[src/rtl/mul_div_unit.sv]
// Multi-cycle MIPS multiply/divide unit owning HI/LO: shift-add multiply, restoring divide,
// MTHI/MTLO moves. Valid/ready accept; busy until commit; cancel aborts with no HI/LO write.
module mul_div_unit #(
  parameter int DATA_WIDTH = 32,
  parameter int MUL_FAST   = 0
) (
  input  logic                  clk,
  input  logic                  rst,
  input  logic                  in_valid,
  output logic                  in_ready,
  input  logic [2:0]            op,
  input  logic [DATA_WIDTH-1:0] src_a,
  input  logic [DATA_WIDTH-1:0] src_b,
  input  logic                  cancel,
  output logic                  busy,
  output logic                  done,
  output logic [DATA_WIDTH-1:0] hi,
  output logic [DATA_WIDTH-1:0] lo
);

  localparam int W  = DATA_WIDTH;
  localparam int CW = (W > 1) ? $clog2(W) : 1;
  localparam logic [CW-1:0] LAST = CW'(W - 1);

  typedef enum logic {IDLE, RUN} state_t;

  state_t        state;
  logic [CW-1:0] cnt;
  logic [2:0]    op_q;
  logic          neg_q;
  logic          neg_r;
  logic [W-1:0]  a_raw;
  logic [W-1:0]  opnd;
  logic [W-1:0]  work_hi;
  logic [W-1:0]  work_lo;

  logic          is_signed;
  logic          sa;
  logic          sb;
  logic          short_op;
  logic [W-1:0]  a_mag;
  logic [W-1:0]  b_mag;

  always_comb begin
    is_signed = ~op[2] & ~op[0];
    sa        = is_signed & src_a[W-1];
    sb        = is_signed & src_b[W-1];
    a_mag     = sa ? -src_a : src_a;
    b_mag     = sb ? -src_b : src_b;
    short_op  = op[2] | (~op[1] & (MUL_FAST != 0));
  end

  // One iteration: multiply keeps {partial, multiplier}; divide keeps {remainder, dividend/quotient}.
  logic [W:0]   mul_sum;
  logic [W:0]   div_shift;
  logic         div_ge;
  logic [W-1:0] step_hi;
  logic [W-1:0] step_lo;

  always_comb begin
    mul_sum   = {1'b0, work_hi} + (work_lo[0] ? {1'b0, opnd} : {(W+1){1'b0}});
    div_shift = {work_hi, work_lo[W-1]};
    div_ge    = div_shift >= {1'b0, opnd};
    if (op_q[1]) begin
      step_hi = div_ge ? (div_shift[W-1:0] - opnd) : div_shift[W-1:0];
      step_lo = {work_lo[W-2:0], div_ge};
    end else begin
      step_hi = mul_sum[W:1];
      step_lo = {mul_sum[0], work_lo[W-1:1]};
    end
  end

  logic [2*W-1:0] mul_raw;
  logic [2*W-1:0] mul_res;
  logic [W-1:0]   res_hi;
  logic [W-1:0]   res_lo;

  always_comb begin
    mul_raw = (MUL_FAST != 0) ? ({{W{1'b0}}, opnd} * {{W{1'b0}}, work_lo})
                              : {step_hi, step_lo};
    mul_res = neg_q ? -mul_raw : mul_raw;
    res_hi  = hi;
    res_lo  = lo;
    case (op_q)
      3'b000, 3'b001: begin
        res_hi = mul_res[2*W-1:W];
        res_lo = mul_res[W-1:0];
      end
      3'b010, 3'b011: begin
        // Divide by zero returns all-ones quotient and the untouched dividend.
        if (opnd == '0) begin
          res_hi = a_raw;
          res_lo = '1;
        end else begin
          res_hi = neg_r ? -step_hi : step_hi;
          res_lo = neg_q ? -step_lo : step_lo;
        end
      end
      3'b100:  res_hi = a_raw;
      3'b101:  res_lo = a_raw;
      default: ;
    endcase
  end

  always_ff @(posedge clk or posedge rst) begin
    if (rst) begin
      state   <= IDLE;
      busy    <= 1'b0;
      done    <= 1'b0;
      hi      <= '0;
      lo      <= '0;
      cnt     <= '0;
      op_q    <= '0;
      neg_q   <= 1'b0;
      neg_r   <= 1'b0;
      a_raw   <= '0;
      opnd    <= '0;
      work_hi <= '0;
      work_lo <= '0;
    end else begin
      done <= 1'b0;
      case (state)
        IDLE: begin
          if (in_valid && !cancel) begin
            state   <= RUN;
            busy    <= 1'b1;
            op_q    <= op;
            a_raw   <= src_a;
            neg_q   <= sa ^ sb;
            neg_r   <= sa & op[1];
            cnt     <= short_op ? '0 : LAST;
            work_hi <= '0;
            if (op[1]) begin
              opnd    <= b_mag;
              work_lo <= a_mag;
            end else begin
              opnd    <= a_mag;
              work_lo <= b_mag;
            end
          end
        end
        RUN: begin
          if (cancel) begin
            state <= IDLE;
            busy  <= 1'b0;
          end else if (cnt == '0) begin
            hi    <= res_hi;
            lo    <= res_lo;
            done  <= 1'b1;
            state <= IDLE;
            busy  <= 1'b0;
          end else begin
            cnt     <= cnt - CW'(1);
            work_hi <= step_hi;
            work_lo <= step_lo;
          end
        end
        default: state <= IDLE;
      endcase
    end
  end

  assign in_ready = ~busy;

endmodule

[config.mk]
export PLATFORM = sky130hd
export DESIGN_NAME = mul_div_unit
export DESIGN_NICKNAME = d
export VERILOG_FILES = /design/src/rtl/mul_div_unit.sv
export SDC_FILE = /design/constraint.sdc
export NUM_CORES = 1
export LEC_CHECK = 0
export BUFFER_PORTS_ARGS = -buffer_cell sky130_fd_sc_hd__buf_2
export CAP_MARGIN = 20
export CORE_MARGIN = 2
export CORE_UTILIZATION = 45
export CTS_CLUSTER_DIAMETER = 50
export DETAILED_ROUTE_END_ITERATION = 6
export GPL_ROUTABILITY_DRIVEN = 1
export HOLD_SLACK_MARGIN = 0.12
export PLACE_DENSITY_LB_ADDON = 0.15
export SKIP_LAST_GASP = 1
export SLEW_MARGIN = 20
export SYNTH_ARGS = -nofsm -noshare
export SYNTH_HDL_FRONTEND = slang
export SYNTH_SLANG_ARGS = --single-unit
[constraint.sdc]
create_clock -name clk -period 20.2 [get_ports clk]
set_input_delay 4.04 -clock clk [delete_from_list [all_inputs] [get_ports clk]]
set_output_delay 4.04 -clock clk [all_outputs]
set_load 0.01 [all_outputs]
# [After elaboration in Yosys (flattened, before gate mapping)]
# Cells that the tools add are included.
[word_totals] ff_bits=205 out_inout_bits=67 word_cells=94
[op_classes] n_reduce_logical=14 n_bitwise=10 add_sub_neg=8 muxes=39 eq_ne=9 magnitude_cmp=1
[op_table] cell="32-bit 2-to-1 mux" count=18
[op_table] cell="32-bit case mux with 3 select lines" count=2
[op_table] cell="32-bit negation" count=4
[op_table] cell="32-bit case mux with 2 select lines" count=2
[op_table] cell="64-bit 2-to-1 mux" count=1
[op_table] cell="64-bit negation" count=1
[op_table] cell="32-bit by 32-bit adder with 33-bit output" count=1
[op_table] cell="33-bit by 32-bit greater-or-equal comparator with 1-bit output" count=1
[op_table] cell="32-bit logical NOT" count=1
[op_table] cell="32-bit subtractor" count=1
[op_table] cell="5-bit 2-to-1 mux" count=4
[op_table] cell="5-bit case mux with 2 select lines" count=1
[op_table] cell="1-bit 2-to-1 mux" count=9
[op_table] cell="4-bit AND reduction" count=2
[op_table] cell="3-bit by 2-bit equality test with 1-bit output, second input constant" count=2
[op_table] cell="3-bit equality test, second input constant" count=2
[op_table] cell="2-bit inequality test, second input constant" count=3
[op_table] cell="3-bit nonzero test" count=2
[op_table] cell="5-bit logical NOT" count=1
[op_table] cell="1-bit inverter" count=5
[op_table] cell="5-bit by 1-bit subtractor with 5-bit output, second input constant" count=1
[op_table] cell="1-bit bitwise AND" count=4
[op_table] cell="1-bit case mux with 2 select lines" count=2
[op_table] cell="2-bit AND reduction" count=2
[op_table] cell="8 further kinds" count=9

# [Logic depth before layout (Yosys ltp)]
# Gate-level depths: netlist of the first run.
[logic_depth] ltp_word=7 mapped_depth=20 ltp_nobuf=17

# [Least setup slack after synthesis of the first run]
# Ideal clock, no wire load.
[synth_timing] kind="in2reg" start="input port src_b[10]" end="register work_lo[29]" arrival_time_ns=6.022 required_ns=20.058 cell_stages=10 setup_slack_ns=14.036 cell_sequence="nor3_1 nand2b_1 or3_1 nor4_1 and2_1 nand3b_1 o41ai_1 xnor2_1 o21ai_0 o221ai_1"
[synth_via] elab_chain_len=5
[synth_rtl] item="start, declared" line_no="13" text="input logic [DATA_WIDTH-1:0] src_b,"
[synth_rtl] item="32-bit negation" line_no="49" text="b_mag = sb ? -src_b : src_b;"
[synth_rtl] item="32-bit 2-to-1 mux" line_no="49"
[synth_rtl] item="32-bit 2-to-1 mux" line_no="133" text="if (op[1]) begin"
[synth_rtl] item="32-bit 2-to-1 mux" line_no="124" text="if (in_valid && !cancel) begin"
[synth_rtl] item="32-bit case mux with 2 select lines" line_no="122" text="case (state)"
[synth_rtl] item="end signal, assigned" line_no="135" text="work_lo <= a_mag;"
[synth_rtl] item="end signal, assigned" line_no="138" text="work_lo <= b_mag;"
[synth_rtl] item="end signal, assigned" line_no="155" text="work_lo <= step_lo;"
[synth_rtl] item="end, declared" line_no="35" text="logic [W-1:0] work_lo;"
# Every way passes these cells. The select of a mux whose other input is x is not followed.
# A chain may end at the register's enable or synchronous reset.

# [Worst setup path in the final report of the first run]
# Same ends and word-level chain as after synthesis.

==> summary.txt, run 1 <==
Global routing
  – Overflow after GRT: 0
  – Initial antenna violation count: 6
  – Largest net degree at the start of global routing: 117
  – All-Layer GR Usage: 36.0%
  – First-pass GRT wire length: 113,000 um
  – Vias in the first global route: 17,788

Floorplanning
  – Initial Util: 45.6%
  – Die area: 41,800 sq um
  – Core area: 39,700 sq um
  – Die H: 205 um
  – Top-Level Pins: 138
  – Die Width: 205 um
  – Site Rows: 73

Clock network
  – # clock sinks: 205
  – Clock slew at reported path FFs: approximately 60 ps
  – Post-CTS setup buffers: 0
  – CTS tree: yes
  – Max clock buf depth: 3
  – Hold_buf cts: 0
  – CTS Buf Count: 30
  – CTS root buf: clkbuf_16
  – Post-CTS Resized: 0
  – H-tree depth: 1
  – Worst skew pair latency: just over 600 ps

Critical path
  – Worst Path Arrival: 6570 ps
  – Setup crit start kind: primary input
  – Worst r2r dst: hi[22]
  – Worst setup path endpoint: work_lo[29]
  – CP Data Required Time: 20,610 ps
  – R2r startpoint: opnd[26]
  – R2R Setup Slk: 14,170 ps
  – CP Capture Type: register
  – Crit. Startpoint: src_b[10]
  – Worst setup path class: primary input to register
  – FF-to-FF path depth: 16
  – Crit Path Max Fanout: 4

Route
  – Routed wire per std cell: roughly 25 um
  – Post-Route WL: roughly 76,000 um
  – Vias: 19,000
  – Via density: around 6.4
  – DR iter-0 viols: 1,946
  – Pre-antenna DRT Iters: 7
  – Post-route ant nets: 0
  – DRC Markers: 3

Synthesis
  – Netlist cell types: 100
  – Synth cell count leaders: 362 x nand2_1, 236 x o21ai_0, 207 x a21oi_1, 205 x dfrtp_1, 189 x nor2_1
  – Synth warn: 0
  – Register area share after synthesis: 28.3%
  – Async S/R FF share, synth: 100%
  – EDFF count, synth: 0
  – Syn Area/Cell: 7.58 sq um
  – Seq cells post-synth: 205
  – Ys flop type: dfrtp_1
  – Synth Net Count: 2,530
  – Top cells by area, synth: dfrtp_1 28%, nand2_1 7.5%, o21ai_0 6.5%, a21oi_1 5.7%, ha_1 4.8%
  – Most frequent cell after synthesis: nand2_1
  – Synth top area share: 28.3%
  – Mapped Cells: between 2,000 and 2,500
  – Dominant cell type by area after synthesis: dfrtp_1
  – Mapped cell area: 18,100 sq um

Timing
  – Setup Viol. Count Final: 0
  – Fin crit period: 6160 ps
  – Worst Tran Pin Value: between 1000 and 1500 ps
  – Final Cycle Share: about 30%
  – Final Hold Vio Count: 0
  – Achievable frequency: 162 MHz
  – RSZ-0062 raised after global routing: no
  – Clk_skew: 38.9 ps
  – Relative slew margins: approximately 17%
  – Fin Setup TNS: 0 ps
  – Pins Over Slew Limit: 0

Final layout
  – Final Non-Filler Cells: 2,981
  – Fillers: between 3,000 and 4,000
  – Fin nets: ~2,600
  – Syn-to-layout area delta: 11.6%
  – Layout cells sized above 1: a little under an eighth
  – Core Util, Final: 50.9%

Power
  – VDD IR max: a little under 0.00008 V
  – Pwr dens: 170 nW/um^2
  – LEAKAGE: 8.65 nW
  – Pwr Total: approximately 3.4 mW

Run status
  – Status: finished, violations left
  – Failing checks: DRC

Placement
  – Gpl congestion: 1.00
  – Inst Count DP: 2,921
  – Port buffer count: 137
  – DP HPWL: 59,000 um

Job
  – Max-cap violations: 0

Hold path
  – HP Class: register to register
-- cell families after synthesis --
group / after synthesis / share of synthesized area [%]
compound gates: 783 / 27.7
xor+xnor: 167 / 8.08
fa+ha+maj: 72 / 5.06
buf+inv: 223 / 4.94
flops: 205 / 28.3
mux: 49 / 2.80
simple gates: 888 / 23.1
-- worst min-delay path by stage --
stage	startpoint	end	slack, ps	cells after the start
global placement	hi[6]	hi[6]	460	2
CTS	hi[1]	hi[1]	480	2
finish	hi[1]	hi[1]	470	2
floorplan	a_raw[12]	a_raw[12]	460	2
detailed placement	hi[1]	hi[1]	460	2
global route	hi[11]	hi[11]	510	2
-- placed cells by master, fill, tap and decap left out, types with 13 or more instances in the layout --
cell,synthesis,layout
nand2b_1,19,18
nor3_1,39,39
a31oi_1,20,20
and2_1,48,48
nand3_1,63,62
xor2_1,69,69
ha_1,70,70
nor2_1,189,188
nand2_1,362,362
mux2_2,13,13
clkbuf_16,0,30
a21oi_1,207,205
buf_4,7,26
o31ai_1,25,25
o221ai_1,27,27
or3_1,20,20
o21ai_0,236,236
or2_2,14,14
o21a_1,17,17
mux2i_1,36,36
nand4_1,36,36
dfrtp_1,205,204
a211oi_1,16,16
buf_2,13,136
inv_1,69,68
nor4_1,28,28
xnor2_1,98,98
a21o_1,23,23
o211ai_1,41,41
a22oi_1,13,13
and3_1,17,17
nor2b_1,13,13
a221oi_1,16,16
-- power breakdown --
part / switching [mW] / leakage, nW / internal (mW)
Sequential: 0.198 / 2.62 / 0.559
Combinational: 1.37 / 5.47 / 0.722
Clock: 0.231 / 0.552 / 0.368
-- per-layer routing --
metal / share of wire [%] / global-route usage [%]
met1: 43 / 49.8
met2: 45 / 57.0
met3: 8.1 / 5.70
met4: 3.7 / 12.3
met5: 0.044 / 0
-- critical path, stage by stage --
cell and delay (ps):
buf_2 120, nor3_1 260, nand2b_1 120, or3_1 350, nor4_1 490, and2_1 260
nand3b_1 110, o41ai_1 340, xnor2_1 130, o21ai_0 190, o221ai_1 150
-- state kept, by name, indices dropped and copies added, names as in the netlist --
register / count
work_hi: 32
opnd: 32
busy: 1
done: 1
lo: 32
work_lo: 32
neg_r: 1
cnt: 5
op_q: 3
a_raw: 32
neg_q: 1
state: 1
hi: 32
-- final cells by class --
cell class                      count  area, sq um  share of cell area (%)
Antenna cell                        4         10.0                  0.0495
Clock buffer                       34          796                    3.94
Clock inverter                     22          347                    1.72
Inverter                           70          270                    1.34
Multi-Input combinational cell   1959        12100                    60.0
Sequential cell                   205         5130                    25.4
Tap cell                          525          657                    3.25
Timing Repair Buffer              162          876                    4.33
-- through the flow --
step	hold slack [ps]	setup WS (ps)	instance area, sq um
after detailed placement	465	13520	19000
after global placement	461	13520	19000
after CTS	479	14100	20200
after floorplan	461	10560	18100
final	474	14040	20200
after global routing	509	13760	20200
(Power assumes the default switching activity.)
==> run 2: changes to the inputs <==
- clock period: 20.2 -> 5 ns (I/O delays scaled with it)
==> run 2 against run 1 <==
  * The run still ends with DRC left
  * Via count is 5.9% higher
  * Cell area is 7.3% higher
  * Utilization is 3.7 points higher
  * Total power grew to 4.6 times the previous value
  * Register-to-register slack worse by 14000 ps
  * Cell count is 5.7% higher
  * Clock power grew to 3.9 times the previous value
  * Highest routed layer unchanged
==> summary.txt, run 2 (synthesis gave the netlist of run 1 again) <==
Placement
  – Gpl congestion: a little under 1
  – Port buffer count: 137
  – DP HPWL: 64,800 um

Final layout
  – Most common cell after layout, fill and taps aside: nand2_1
  – Fin nets: 2,742
  – Layout cells sized above 1: between 10% and 20%
  – Most frequent cells in the layout: 362 x nand2_1, 232 x o21ai_0, 202 x dfrtp_1
  – Syn-to-layout area delta: 19.8%

Global routing
  – Vias in the first global route: 18,840
  – Largest net degree at the start of global routing: 81
  – All-Layer GR Usage: 38.9%
  – First-pass GRT wire length: 121,000 um
  – Initial antenna violation count: 2
  – Overflow after GRT: 0

Run status
  – Status: finished, violations left
  – Failing checks: DRC

Critical path
  – Worst setup path class: register to register
  – Worst r2r dst: hi[25]
  – CP Data Required Time: 5430 ps
  – Worst Path Arrival: approximately 5400 ps
  – Setup crit start kind: register
  – FF-to-FF path depth: 17
  – R2r startpoint: work_lo[0]
  – R2R Setup Slk: 80 ps
  – Crit Path Max Fanout: 14
  – CP Capture Type: register

Timing
  – Final Hold Vio Count: 0
  – Clk_skew: 34.1 ps
  – Setup Viol. Count Final: 0
  – RSZ-0062 raised after global routing: yes
  – Final Cycle Share: a little over nine tenths
  – Relative slew margins: 37.6%
  – Fin crit period: around 5000 ps
  – Achievable frequency: 203 MHz
  – Pins Over Slew Limit: 0
  – Hold Worst Slack: 481 ps
  – Worst Tran Pin Value: approximately 940 ps

Floorplanning
  – Site Rows: 73
  – Top-Level Pins: around 140
  – Die Width: 205 um
  – Die area: 41,800 sq um
  – Core area: 39,700 sq um
  – Initial Util: 45.6%
  – Die H: 205 um

Clock network
  – CTS root buf: clkbuf_16
  – CTS tree: yes
  – Max clock buf depth: 3
  – # clock sinks: 205
  – Hold_buf cts: 0
  – CTS Buf Count: 34
  – Clock slew at reported path FFs: ~60 ps
  – Worst skew pair latency: 560 ps
  – H-tree depth: 2

Route
  – Via density: 6.38
  – Vias: 20,112
  – Post-Route WL: slightly above 80,000 um
  – Post-route ant nets: 0
  – DRC Markers: 2
  – DR iter-0 viols: 2,379
  – Routed wire per std cell: about 26 um
  – Pre-antenna DRT Iters: 7

Hold path
  – Cell depth of the worst hold path: 2
  – Min-delay src: hi[6]
  – HP Class: register to register
  – Hold EP: hi[6]

Job
  – Max-cap violations: 0

Power
  – LEAKAGE: approximately 9.5 nW
  – Pwr dens: 723 nW/um^2
  – VDD IR max: 0.000276 V
  – Pwr Total: 15.7 mW
==> run 2: cell types whose count changed in the layout (fill, tap and decap cells not counted), sizes merged <==
cell,change
diode,-1
clkinvlp,+1
bufinv,-5
inv,+2
buf,+167
clkbuf,+9
clkinv,-2
==> run 2: layout make-up <==
class | instances | area, sq um
sequential | 205 | 5140
multi-input combinational | 1959 | 12300
clock inverter | 18 | 171
clock buffer | 43 | 946
fill | 3861 | 18000
inverter | 70 | 267
tap | 525 | 657
antenna | 3 | 7.51
timing repair buffer | 329 | 2200
==> run 2: worst max path at each step <==
stage          startpoint      to  slack (ps)  depth (start not counted)
2_1_floorplan  work_lo[0]  hi[29]         630                         16
3_3_place_gp      opnd[8]  hi[28]        -450                         16
3_5_place_dp      opnd[8]  hi[28]        -390                         16
4_1_cts           opnd[8]  hi[28]          50                         16
5_1_grt        work_lo[0]  hi[29]         -30                         18
6_report       work_lo[0]  hi[25]          80                         17
==> run 2: per-layer routing <==
layer | share of wire, % | global-route usage, % | routed length [um]
met1 | 42 | 54.0 | 34700
met3 | 9.0 | 6.38 | 7360
met4 | 4.6 | 16.0 | 3780
met5 | 0.029 | 0 | 24
met2 | 44 | 59.9 | 35900
==> run 2: power by group <==
part           internal, mW  switching [mW]
registers              2.26           0.679
clock network          1.42           0.943
logic                  4.00            6.38
total                  7.69            8.00
==> run 2: critical path: stages, from the launching register on <==
cell,delay (ps)
dfrtp_1,450
buf_4,220
and2_1,190
ha_1,410
nand2_1,120
o31a_1,420
or3_1,380
o21ba_2,230
mux2_2,310
a311oi_1,680
a21oi_1,130
nand4_1,270
or2_2,200
buf_4,110
o31ai_1,60
xnor2_1,160
a221oi_1,340
a21oi_1,120
==> run 2: through the flow <==
stage / cells / TNS, ps / cell area, sq um / util, % / setup slack, ps
2_1_floorplan: 2387 / 0 / 18100 / - / 625
3_3_place_gp: 3087 / -2690 / 20300 / 51.2 / -454
3_5_place_dp: 3087 / -2320 / 20300 / 51.2 / -394
4_1_cts: 3148 / 0 / 21500 / 54.1 / 50.3
5_1_grt: 3149 / -32.0 / 21700 / 54.6 / -27.5
6_report: 3152 / 0 / 21700 / 54.6 / 81.3
==> run 2: repair_timing <==
item / 4_1_cts / 5_1_grt
setup endpoints to repair: 7 / 17
setup buffers: 0 / 1
gates resized for setup: 5 / 42
pin swaps: 0 / 7
